<file path="config.mk">
export PLATFORM = sky130hd
export DESIGN_NAME = multiplexed_keypad_scanner_flat
export DESIGN_NICKNAME = d
export VERILOG_FILES = /design/src/rtl/multiplexed_keypad_scanner_if.sv /design/src/rtl/multiplexed_keypad_scanner.sv /design/src/flat_wrapper.sv
export SDC_FILE = /design/constraint.sdc
export NUM_CORES = 1
export LEC_CHECK = 0
export CAP_MARGIN = 15
export CORE_MARGIN = 1.5
export CORE_UTILIZATION = 45
export CTS_CLUSTER_SIZE = 40
export DETAILED_ROUTE_END_ITERATION = 10
export GPL_TIMING_DRIVEN = 0
export PLACE_DENSITY = 0.69
export SKIP_LAST_GASP = 1
export SLEW_MARGIN = 10
export SYNTH_ARGS = -nofsm -noshare
export SYNTH_HDL_FRONTEND = slang
export SYNTH_SLANG_ARGS = --single-unit
</file>
<file path="constraint.sdc">
create_clock -name CLK -period 4.49 [get_ports CLK]
set_input_delay 0.6735 -clock CLK [delete_from_list [all_inputs] [get_ports CLK]]
set_output_delay 0.6735 -clock CLK [all_outputs]
set_load 0.005 [all_outputs]
</file>
<file path="src/rtl/multiplexed_keypad_scanner_if.sv">
// rtl/multiplexed_keypad_scanner_if.sv - keypad matrix and key report signal bundle
interface multiplexed_keypad_scanner_if;
  logic [2:0] COL;
  logic [3:0] ROW;
  logic [3:0] KEY;
  logic       KEY_VALID;
  logic       KEY_DOWN;

  modport master (input COL, output ROW, KEY, KEY_VALID, KEY_DOWN);
  modport slave  (output COL, input ROW, KEY, KEY_VALID, KEY_DOWN);
endinterface

</file>
<file path="src/rtl/multiplexed_keypad_scanner.sv">
// rtl/multiplexed_keypad_scanner.sv - 4x3 keypad row scanner with whole-scan debounce
module multiplexed_keypad_scanner #(
  parameter int SCAN_DIV       = 12000,
  parameter int DEBOUNCE_SCANS = 4
) (
  input  logic                          CLK,
  input  logic                          RESET_N,
  multiplexed_keypad_scanner_if.master  kif
);

  localparam logic [3:0]    NONE       = 4'hF;
  localparam int            PW         = (SCAN_DIV > 1) ? $clog2(SCAN_DIV) : 1;
  localparam logic [PW-1:0] PRESC_LAST = PW'(SCAN_DIV - 1);
  localparam logic [3:0]    DEB_MAX    = 4'(DEBOUNCE_SCANS);

  typedef enum logic [1:0] {ROW0, ROW1, ROW2, ROW3} row_t;

  row_t          row_q, row_d;
  logic [PW-1:0] presc;
  logic [2:0]    col_s1, col_s2;
  logic          slot_end;
  logic [3:0]    row_hit, scan_acc, scan_result, prev_result;
  logic [3:0]    count, count_next, deb_state;
  logic [3:0]    key_q;
  logic          key_valid_q, key_down_q;

  // Leftmost low column wins within a row; row3 carries the * 0 # codes.
  function automatic logic [3:0] key_code(input row_t r, input logic [2:0] col_n);
    int c;
    logic [3:0] code;
    code = NONE;
    c = 0;
    if (!col_n[0])      c = 0;
    else if (!col_n[1]) c = 1;
    else if (!col_n[2]) c = 2;
    else                c = -1;
    if (c >= 0) begin
      if (r == ROW3) begin
        case (c)
          0:       code = 4'd10;
          1:       code = 4'd0;
          default: code = 4'd11;
        endcase
      end else begin
        code = 4'(int'(r) * 3 + c + 1);
      end
    end
    return code;
  endfunction

  assign slot_end    = (presc == PRESC_LAST);
  assign row_hit     = key_code(row_q, col_s2);
  assign scan_result = (scan_acc != NONE) ? scan_acc : row_hit;
  assign count_next  = (scan_result == prev_result)
                       ? ((count >= DEB_MAX) ? DEB_MAX : count + 4'd1)
                       : 4'd1;

  always_comb begin
    row_d = row_q;
    if (slot_end) begin
      case (row_q)
        ROW0:    row_d = ROW1;
        ROW1:    row_d = ROW2;
        ROW2:    row_d = ROW3;
        default: row_d = ROW0;
      endcase
    end
  end

  always_ff @(posedge CLK) begin
    if (!RESET_N) row_q <= ROW0;
    else          row_q <= row_d;
  end

  always_ff @(posedge CLK) begin
    if (!RESET_N) begin
      presc       <= '0;
      col_s1      <= 3'b111;
      col_s2      <= 3'b111;
      scan_acc    <= NONE;
      prev_result <= NONE;
      count       <= 4'd0;
      deb_state   <= NONE;
      key_q       <= 4'd0;
      key_valid_q <= 1'b0;
      key_down_q  <= 1'b0;
    end else begin
      col_s1      <= kif.COL;
      col_s2      <= col_s1;
      key_valid_q <= 1'b0;
      presc       <= slot_end ? '0 : presc + PW'(1);
      if (slot_end) begin
        if (row_q != ROW3) begin
          scan_acc <= scan_result;
        end else begin
          scan_acc    <= NONE;
          prev_result <= scan_result;
          count       <= count_next;
          if (count_next == DEB_MAX && scan_result != deb_state) begin
            deb_state <= scan_result;
            if (scan_result != NONE) begin
              key_q       <= scan_result;
              key_down_q  <= 1'b1;
              key_valid_q <= 1'b1;
            end else begin
              key_down_q  <= 1'b0;
            end
          end
        end
      end
    end
  end

  assign kif.ROW       = ~(4'b0001 << row_q);
  assign kif.KEY       = key_q;
  assign kif.KEY_VALID = key_valid_q;
  assign kif.KEY_DOWN  = key_down_q;

endmodule

</file>
<file path="src/flat_wrapper.sv">
// flat-port wrapper written by rule: the top's interface ports become plain ports
module multiplexed_keypad_scanner_flat 
#(
  parameter int SCAN_DIV       = 12000,
  parameter int DEBOUNCE_SCANS = 4
)
  (CLK, RESET_N, kif_COL, kif_ROW, kif_KEY, kif_KEY_VALID, kif_KEY_DOWN);
  multiplexed_keypad_scanner_if kif_i ();
  input  logic CLK;
  input  logic RESET_N;
  input wire logic [$bits(kif_i.COL)-1:0] kif_COL;
  output wire logic [$bits(kif_i.ROW)-1:0] kif_ROW;
  output wire logic [$bits(kif_i.KEY)-1:0] kif_KEY;
  output wire logic [$bits(kif_i.KEY_VALID)-1:0] kif_KEY_VALID;
  output wire logic [$bits(kif_i.KEY_DOWN)-1:0] kif_KEY_DOWN;
  assign kif_i.COL = kif_COL;
  assign kif_ROW = kif_i.ROW;
  assign kif_KEY = kif_i.KEY;
  assign kif_KEY_VALID = kif_i.KEY_VALID;
  assign kif_KEY_DOWN = kif_i.KEY_DOWN;
  multiplexed_keypad_scanner #(.SCAN_DIV(SCAN_DIV), .DEBOUNCE_SCANS(DEBOUNCE_SCANS)) u_core (.CLK(CLK), .RESET_N(RESET_N), .kif(kif_i));
endmodule
</file>
### After elaboration in Yosys (flattened, before gate mapping)

Cells that the tools add are included.

| word-level totals | value |
|---|---|
| register bits | 44 |
| logic and storage cells | 55 |

| cells by class | value |
|---|---|
| $add $sub $neg | 4 |
| multiply operators | 1 |
| magnitude comparators | 2 |
| eq/ne operators | 11 |
| shifts and indexed selects | 1 |
| muxes and demuxes | 12 |
| bitwise gates (word level) | 5 |
| reduce and logical (&&, ||, !) cells | 8 |

Operators by type and width:

| cell | count |
|---|---|
| $mux 32 | 3 |
| $eq 32x1->1 const B | 1 |
| $ge 32x1->1 const B | 1 |
| $logic_not 32->1 | 1 |
| $mux 4 | 6 |
| $add 14x1->14 const B | 1 |
| $eq 14x14->1 const B | 1 |
| $ne 4x4->1 const B | 2 |
| $pmux 4 s2 | 1 |
| $pmux 2 s3 | 1 |
| $add 4x1->4 const B | 1 |
| $add 4x2->4 const B | 1 |
| $add 4x4->4 | 1 |
| $eq 2x2->1 const B | 2 |
| $eq 4x3->1 const B | 1 |
| $eq 4x4->1 | 1 |
| $ge 4x3->1 const B | 1 |
| $mul 2x2->4 const B | 1 |
| $ne 4x4->1 | 1 |
| $not 1->1 | 4 |
| $not 4->4 | 1 |
| $reduce_and 4->1 | 1 |
| $reduce_or 4->1 | 1 |
| $shl 1x2->4 const A | 1 |
| other kinds (8) | 8 |

### Depth between registers and ports, before layout

Gate-level depths: netlist (run 1).

| depth | value |
|---|---|
| depth in word-level cells | 14 |
| depth in mapped cells | 12 |
| mapped depth without buffers | 11 |

### Worst setup path before layout (run 1)

Ideal clock, no wire load.

| path | value |
|---|---|
| path type | register to register |
| from | register u_core.col_s2[0] |
| to | register u_core.deb_state[0] |
| library setup time | 0.121 ns |
| arrival | 3.268 ns |
| required time | 4.369 ns |
| setup slack | 1.102 ns |
| stages on the path, launching flop included | 11 |
| clock period less this slack | 3.388 ns |
| cell sequence | dfxtp_1 and2_1 fa_1 fa_1 xnor2_1 o211a_1 nor3_1 or4_1 buf_2 nor4b_4 mux2_2 |

| on the way | value |
|---|---|
| word-level cells in the longest chain between the ends | 11 |
| elaborated cells between the ends (all ways) | 16 |

RTL lines:

| item | line | text |
|---|---|---|
| from (decl) | multiplexed_keypad_scanner.sv:20 | `logic [2:0] col_s1, col_s2;` |
| from (signal assigned) | multiplexed_keypad_scanner.sv:89 | `col_s2 <= col_s1;` |
| $mux 32 (*) | multiplexed_keypad_scanner.sv:33 | `if (!col_n[0]) c = 0;` |
| $add 4x4->4, or another cell as far along | multiplexed_keypad_scanner.sv:45 | `code = 4'(int'(r) * 3 + c + 1);` |
| $add 4x2->4 / $pmux 4 s2 (equally long branches) | multiplexed_keypad_scanner.sv:45, multiplexed_keypad_scanner.sv:39 |  |
| $mux 4 | multiplexed_keypad_scanner.sv:38 | `if (r == ROW3) begin` |
| $mux 4 (*) | multiplexed_keypad_scanner.sv:37 | `if (c >= 0) begin` |
| $mux 4 (*) | multiplexed_keypad_scanner.sv:53 | `assign scan_result = (scan_acc != NONE) ? scan_acc : row_hit;` |
| $eq 4x4->1 | multiplexed_keypad_scanner.sv:54 | `assign count_next = (scan_result == prev_result)` |
| $mux 4 | multiplexed_keypad_scanner.sv:55 | `? ((count >= DEB_MAX) ? DEB_MAX : count + 4'd1)` |
| $eq 4x3->1 | multiplexed_keypad_scanner.sv:99 | `if (count_next == DEB_MAX && scan_result != deb_state) begin` |
| $logic_and 1x1->1 | multiplexed_keypad_scanner.sv:99 |  |
| $reduce_and 3->1 (no line) | - |  |
| to (signal assigned) | multiplexed_keypad_scanner.sv:100 | `deb_state <= scan_result;` |
| to (decl) | multiplexed_keypad_scanner.sv:23 | `logic [3:0] count, count_next, deb_state;` |

Every way passes the cells marked *; elsewhere a longest branch is shown, timed or not.
A chain may end at the register's enable or synchronous reset.

### Worst setup path after layout (run 1)

Ends and elaborated chain as after synthesis.

==> reports/results.ini, run 1 <==
[outcome]
status=finished clean

[sta]
fin_tns_setup_ns=0
finalCritPeriodShare=0.835
tightest_slew_ns=0.830
rsz0062_at_grt=false
post-route-min-period_ns=3.75
max_clock_freq_ghz=0.267
worst_clock_skew_ns=0.00565
fin_ws_ns=0.741
maxSlewViolCount=0
maxSlewHeadroom=0.442
setup_viol=0
hold_ws_ns=0.411
hold_violations=0

[clocking]
clockBufferDepth=2
clkTransAtPathRegs_ns=0.09
tritoncts=built
cts-htree-levels=2
cts_buffers=5
cts_hold_buf=0
cts_setup_buffers=0
clock_latency_ns=0.30
clock-root-buffer=clkbuf_8
cts.sinks=44
ctsResizeCount=0

[route]
drcViolationCount=0
firstDrtPassIters=4
ant_nets=0
wirelength_um=4440
avgViaCountPerCell=5.27
drt_iter0_markers=114
wl_per_cell_um=13.0
vias=1798

[synthesis]
synthesis.nets=269
seq_area_frac_synth=0.390
synth_area_um2=2260
synthArstFlopShare=0
netlist_instances=252
synth_seq_cells=44
ys.flop_type=dfxtp_1
synth_area_per_cell_um2=8.97
synth_edf_count=0
synth_warnings=0
yosysUniqueCellTypes=49

[placed_design]
place_ws_ns=0.752
place.gp.congestion=0.864
place_inst=333
dp_hpwl_um=3210
portBuffers=14
place_area_um2=2480

[pwr]
p_total_uw=791
powerDensity_nw_per_um2=304
p_leak_nw=1.06
ir_worst_vdd_uv=220

[grt]
grt_max_degree=16
grt_antenna_before_repair=0
grt_overflow_total=0
grt_pass1_vias=1596
track_usage=0.175
grt_pass1_wl_um=7400

[setup_path]
crit_top_cell=fa_1
required_ns=4.68
r2r_end=u_core.deb_state[0]
regToRegSetupSlack_ns=0.74
cp_slowest_stage_delay_ns=0.50
start_kind=register
critical_path_class=reg2reg
cp_slowest_cell=or4_1
crit_fanout=6
path_cells=and2_1 > fa_1 > fa_1 > xnor2_1 > o211a_1 > nor3_1 > or4_1 > buf_2 > nor4b_4 > mux2_2
worstRegToRegCells=10
worstReg2RegStart=u_core.col_s2[0]
critPathArrivalTime_ns=3.94
cp-end-kind=register

[final_layout]
drive_gt1_frac=0.0766
multi_input_area_um2=1270
seq_area_um2=881
mostFrequentLayoutCell=dfxtp_1
fillCellCount=438
fin_area_um2=2600
stdcell_count=341
diodes=0
syn_to_final_growth_pct=15.0
final_cell_mix=44 x dfxtp_1, 23 x nand2_1, 18 x inv_1, 17 x nor2_1
nets=290
utilization=0.543

[worst_hold_path]
min-delay-start=u_core.col_s1[1]
hold_path_end=u_core.col_s2[1]
hold_depth=1
hold_path.class=reg2reg

[floorplan]
core_um2=4790
dieArea_um2=5460
rows=25
chipHeight_um=73.9
die_width_um=73.9
start_util=0.472
num_io_pins=15

[job]
drv_cap=0

worst max-delay path: cells and delay by family, from the launching register on:
kind	cells	cell delay, ns
xor gates and xnor gates	1	0.36
AOI/OAI and AO/OA	1	0.21
buffers and inverters	1	0.18
and+or+nand+nor	4	1.20
DFF	1	0.40
muxes	1	0.39
adders and majority gates	2	0.88
flip-flops by register name, indices dropped and copies added (netlist names):
register and cells:
u_core.prev_result 4, u_core.kif.KEY_VALID 1, u_core.scan_acc 4, u_core.kif.KEY 4, u_core.deb_state 4, u_core.presc 14, u_core.count 4, u_core.kif.KEY_DOWN 1
u_core.col_s2 3, u_core.col_s1 3, u_core.row_q 2
cell usage after synthesis (3+ instances only):
| cell type | n | area, µm² |
|---|---|---|
| dfxtp_1 | 44 | 881 |
| and3b_1 | 3 | 26.3 |
| xnor2_1 | 6 | 52.6 |
| nor2_1 | 17 | 63.8 |
| or3_1 | 3 | 18.8 |
| inv_1 | 18 | 67.6 |
| nand2b_1 | 13 | 81.3 |
| o211ai_1 | 5 | 37.5 |
| mux2_2 | 4 | 45.0 |
| o22ai_1 | 3 | 18.8 |
| mux2i_1 | 3 | 30.0 |
| a211oi_1 | 3 | 22.5 |
| a21boi_0 | 3 | 22.5 |
| clkbuf_1 | 7 | 26.3 |
| and3_1 | 7 | 43.8 |
| o21ai_0 | 11 | 55.1 |
| nand3_1 | 14 | 70.1 |
| a21oi_1 | 6 | 30.0 |
| ha_1 | 10 | 125 |
| and2_1 | 3 | 18.8 |
| nand2_1 | 23 | 86.3 |
| nand4_1 | 4 | 25.0 |
| xor2_1 | 9 | 78.8 |
how the worst max path moves through the flow:
| stage | startpoint | to | slack (ns) |
|---|---|---|---|
| CTS | u_core.col_s2[0] | u_core.deb_state[0] | 0.71 |
| global route | u_core.col_s2[1] | u_core.deb_state[2] | 0.56 |
| finish | u_core.col_s2[0] | u_core.deb_state[0] | 0.74 |
| global placement | u_core.col_s2[0] | u_core.deb_state[0] | 0.78 |
| floorplan | u_core.col_s2[0] | u_core.deb_state[0] | 1.10 |
| detailed placement | u_core.col_s2[0] | u_core.deb_state[0] | 0.75 |
kinds of logic after synthesis:
| logic type | after synthesis | share of synthesized area |
|---|---|---|
| AND/OR/NAND/NOR | 103 | 0.256 |
| AO/OA/AOI/OAI | 44 | 0.141 |
| flip-flops | 44 | 0.390 |
| buffers and inverters | 27 | 0.0487 |
| XOR/XNOR | 15 | 0.0581 |
| adder cells (fa/ha/maj) | 12 | 0.0730 |
| multiplexers | 7 | 0.0332 |
report_power, final:
part           total, mW  switching [mW]  internal, mW
combinational     0.0815          0.0487        0.0328
sequential         0.399         0.00401         0.395
clock              0.311           0.143         0.168
total              0.791           0.196         0.595
layer usage:
| layer | GRT usage | wire length, µm | up-vias |
|---|---|---|---|
| li1 | - | - | 922 |
| met1 | 0.260 | 2340 | 834 |
| met2 | 0.257 | 1870 | 37 |
| met3 | 0.0370 | 184 | 5 |
| met4 | 0.0432 | 49 | 0 |
| met5 | 0 | 0 | - |
final cells by class:
class,instances,share of cell area
Buffer,9,0.0164
Clock buffer,5,0.0265
Clock inverter,3,0.0178
Inverter,18,0.0260
Multi-Input combinational cell,181,0.488
Sequential cell,44,0.339
Tap cell,67,0.0322
Timing Repair Buffer,14,0.0539
No activity file was read; power rests on OpenSTA's default activity.
==> run 2, diff against run 1 <==
PLACE_DENSITY = 0.72   (was 0.69)
clock period = 3.35 ns   (was 4.49 ns; I/O delays follow)
==> reports/results.ini, run 2 (synthesized netlist as in run 1, its figures left out) <==
[clocking]
cts_buffers=5
clkTransAtPathRegs_ns=0.08
clock_latency_ns=0.29
clock-root-buffer=clkbuf_8
cts_hold_buf=0
cts-htree-levels=2
cts.sinks=44
clockBufferDepth=2
tritoncts=built

[route]
wirelength_um=4530
wl_per_cell_um=13.0
drt_iter0_markers=74
drcViolationCount=0
vias=1858
firstDrtPassIters=4
ant_nets=0
avgViaCountPerCell=5.34

[outcome]
violations=negative setup slack
status=complete, but fails checks

[setup_path]
critPathArrivalTime_ns=3.63
cp_top_family=simple AND/OR/NAND/NOR gates
start_kind=register
cp_slowest_cell=or4b_4
crit_buf_inv=1
cp-end-kind=register
crit_fanout=6
critical_path_class=reg2reg
path_cells=and2_4 > fa_1 > fa_2 > xnor2_4 > o211ai_1 > a21boi_1 > or4_1 > buf_6 > or4b_4 > o221a_1
cp_slowest_stage_delay_ns=0.54
regToRegSetupSlack_ns=-0.10
required_ns=3.53

[final_layout]
final_cell_mix=42 x dfxtp_1, 23 x nand2_1, 18 x inv_1, 17 x nor2_1, 14 x clkdlybuf4s50_1
diodes=0
stdcell_count=348
nets=298
multi_input_area_um2=1340
seq_area_um2=886
fin_area_um2=2700
mostFrequentLayoutCell=dfxtp_1
largest_reg_flops=14
top_register=u_core.presc
syn_to_final_growth_pct=19.6
drive_gt1_frac=0.128
fillCellCount=433

[grt]
grt_pass1_wl_um=7550
track_usage=0.178
grt_antenna_before_repair=0
grt_max_degree=14
grt_overflow_total=0
grt_pass1_vias=1656

[placed_design]
portBuffers=14
place.gp.congestion=0.820
dp_hpwl_um=3210
place_inst=333
place_ws_ns=-0.251
place_area_um2=2490

[floorplan]
chipHeight_um=73.9
num_io_pins=15
die_width_um=73.9
start_util=0.472
dieArea_um2=5460
core_um2=4790
rows=25

[sta]
finalCritPeriodShare=1.03
maxSlewViolCount=0
hold_violations=0
rsz0062_at_grt=true
setup_viol=6
maxSlewHeadroom=0.596
fin_ws_ns=-0.104
post-route-min-period_ns=3.45
tightest_slew_ns=0.601
worst_clock_skew_ns=0.00517
max_clock_freq_ghz=0.289
fin_tns_setup_ns=-0.452

[pwr]
ir_worst_vdd_uv=283
p_total_uw=985
p_leak_nw=1.13
powerDensity_nw_per_um2=364

[worst_hold_path]
hold_path.class=reg2reg

[job]
drv_cap=0

run 2: cell types whose count changed in the layout (fill, tap and decap cells not counted), moves of 2 or more:
cell	change
o21ai_1	+2
o21ai_0	-2
xnor2_1	-2
mux2_4	+4
mux2_2	-4
dfxtp_1	-2
buf_4	+8
run 2: area by class of cell:
class / instances / area share
clock inverters: 2 / 0.00463
inverters: 18 / 0.0250
plain buffers: 9 / 0.0180
well taps: 67 / 0.0310
repair buffers: 22 / 0.0740
clock buffers: 5 / 0.0255
flip-flops and latches: 44 / 0.328
multi-input cells: 181 / 0.494
run 2: repair_timing:
| action | 4_1_cts | 5_1_grt |
|---|---|---|
| pin swaps | 5 | 3 |
| endpoints found under the setup margin | 10 | 10 |
| resized for setup | 18 | 1 |
| setup buffers | 4 | 4 |
run 2: path summary, 6_finish.rpt:
kind                         start                 to  cells after the start
setup / recovery  u_core.col_s2[0]  u_core.kif.KEY[3]                     10
hold / removal    u_core.col_s1[2]   u_core.col_s2[2]                      1
setup reg to reg  u_core.col_s2[0]  u_core.kif.KEY[3]                     10
hold reg to reg   u_core.col_s1[2]   u_core.col_s2[2]                      1
run 2: metrics by stage:
stage | hold WS [ns] | utilization
floorplan | 0.386 | -
global placement | 0.391 | 0.521
detailed placement | 0.394 | 0.521
CTS | 0.412 | 0.557
global route | 0.432 | 0.565
finish | 0.410 | 0.565
run 2: layer usage:
layer  vias to the layer above  track usage  wire, µm
met5                         -            0         0
li1                        941            -         -
met1                       877        0.261      2360
met3                         7       0.0329       166
met4                         0       0.0658        68
met2                        33        0.257      1930
run 2: report_power, final:
part	internal [mW]	switching, mW	total [mW]	leakage [nW]
clock network	0.141	0.171	0.312	0.0400
logic	0.0642	0.0743	0.138	0.738
registers	0.528	0.00593	0.534	0.357
==> run 3, diff against run 2 <==
GPL_TIMING_DRIVEN = default   (was 0)
==> reports/results.ini, run 3 (synthesized netlist as in run 1, its figures left out) <==
[grt]
grt_max_degree=22
use_met3=0.0494
grt_pass1_vias=1620
grt_pass1_wl_um=7380
track_usage=0.177
gr-usage-met2=0.272
grt_overflow_total=0
grt_antenna_before_repair=0
met1_usage=0.243
grt_most_used_layer=met2

[sta]
maxSlewViolCount=0
finalCritPeriodShare=0.973
max_clock_freq_ghz=0.307
tightest_slew_ns=0.524
hold_ws_ns=0.415
rsz0062_at_grt=true
post-route-min-period_ns=3.26
hold_violations=0
fin_tns_setup_ns=0
maxSlewHeadroom=0.650
setup_viol=0
worst_clock_skew_ns=0.00662

[route]
avgViaCountPerCell=5.25
drcViolationCount=0
firstDrtPassIters=4
ant_nets=0
drt_iter0_markers=65
wirelength_um=4420
wl_per_cell_um=12.8
vias=1815

[clocking]
cts_setup_buffers=0
clockBufferDepth=2
cts.sinks=44
cts_hold_buf=0
tritoncts=built
cts-htree-levels=2
clock_latency_ns=0.29
clock-root-buffer=clkbuf_8
cts_buffers=5
clkTransAtPathRegs_ns=0.08

[placed_design]
dp_hpwl_um=3260
place.gp.congestion=0.938
portBuffers=14
place_inst=338

[final_layout]
stdcell_count=346
nets=295
drive_gt1_frac=0.143
final_cell_mix=43 x dfxtp_1, 23 x nand2_1, 18 x inv_1, 17 x nor2_1
diodes=0
mostFrequentLayoutCell=dfxtp_1
largest_reg_flops=14
top_register=u_core.presc
syn_to_final_growth_pct=19.3

[setup_path]
crit_fanout=4
cp-end-kind=register
critPathArrivalTime_ns=3.45
start_kind=register
required_ns=3.54
critical_path_class=reg2reg

[floorplan]
dieArea_um2=5460
die_width_um=73.9
chipHeight_um=73.9
start_util=0.472
num_io_pins=15
rows=25
core_um2=4790

[outcome]
status=finished clean

[pwr]
powerDensity_nw_per_um2=394
p_total_mw=1.06
ir_worst_vdd_uv=227
p_leak_nw=1.13

[job]
drv_cap=0

[worst_hold_path]
hold_path.class=reg2reg

## run 3: cell count changes in the layout (fill, tap and decap cells not counted), moves of 2 or more
cell / delta
buf_4: +6
clkbuf_1: -6
mux2_2: +4
mux2_4: -4
buf_6: -2
## run 3: layout make-up
cell class              instances  area (µm²)
flip-flops and latches         44         882
clock inverters                 2        35.0
inverters                      18        67.6
repair buffers                 28         245
clock buffers                   6        72.6
multi-input cells             181        1310
fillers                       455        2090
well taps                      67        83.8
## run 3: routing by layer
metal,vias to the layer above,routed length [µm]
met5,-,0
met4,0,33
met2,27,2010
met3,4,166
met1,853,2210
li1,931,-
## run 3: path summary, 6_finish.rpt
path / start / end / slack [ns] / cells after the start
worst max-delay path: u_core.col_s2[0] / u_core.kif.KEY[2] / 0.09 / 9
worst min register to register: u_core.col_s1[2] / u_core.col_s2[2] / 0.42 / 1
worst max register to register: u_core.col_s2[0] / u_core.kif.KEY[2] / 0.09 / 9
worst min-delay path: u_core.col_s1[2] / u_core.col_s2[2] / 0.42 / 1
## run 3: through the flow
stage                util  area, µm²  worst slack, ns
global route        0.563       2700         -0.00716
finish              0.563       2700           0.0896
global placement    0.534       2550          -0.0308
detailed placement  0.534       2550          -0.0659
floorplan               -       2270           0.0160
CTS                 0.558       2670           0.0111
## run 3: timing repair
| item | 4_1_cts | 5_1_grt |
|---|---|---|
| hold endpoints to repair | 0 | 0 |
| pin swaps | 1 | 2 |
| endpoints found under the setup margin | 7 | 9 |
| gates resized for setup | 2 | 11 |
| cloned | 0 | 0 |
## run 3: critical path, cell delays in order (launching register included)
cell     delay (ns)
dfxtp_1        0.31
and2_4         0.15
fa_2           0.56
fa_2           0.47
nor2_1         0.13
o211a_1        0.16
o22ai_1        0.09
or4_4          0.47
or4b_4         0.56
o221a_1        0.25
## run 3: power by group
group / switching (mW) / internal (mW) / total, mW
Clock: 0.176 / 0.221 / 0.398
Combinational: 0.0693 / 0.0618 / 0.131
Sequential: 0.00464 / 0.529 / 0.533
Total: 0.250 / 0.812 / 1.06
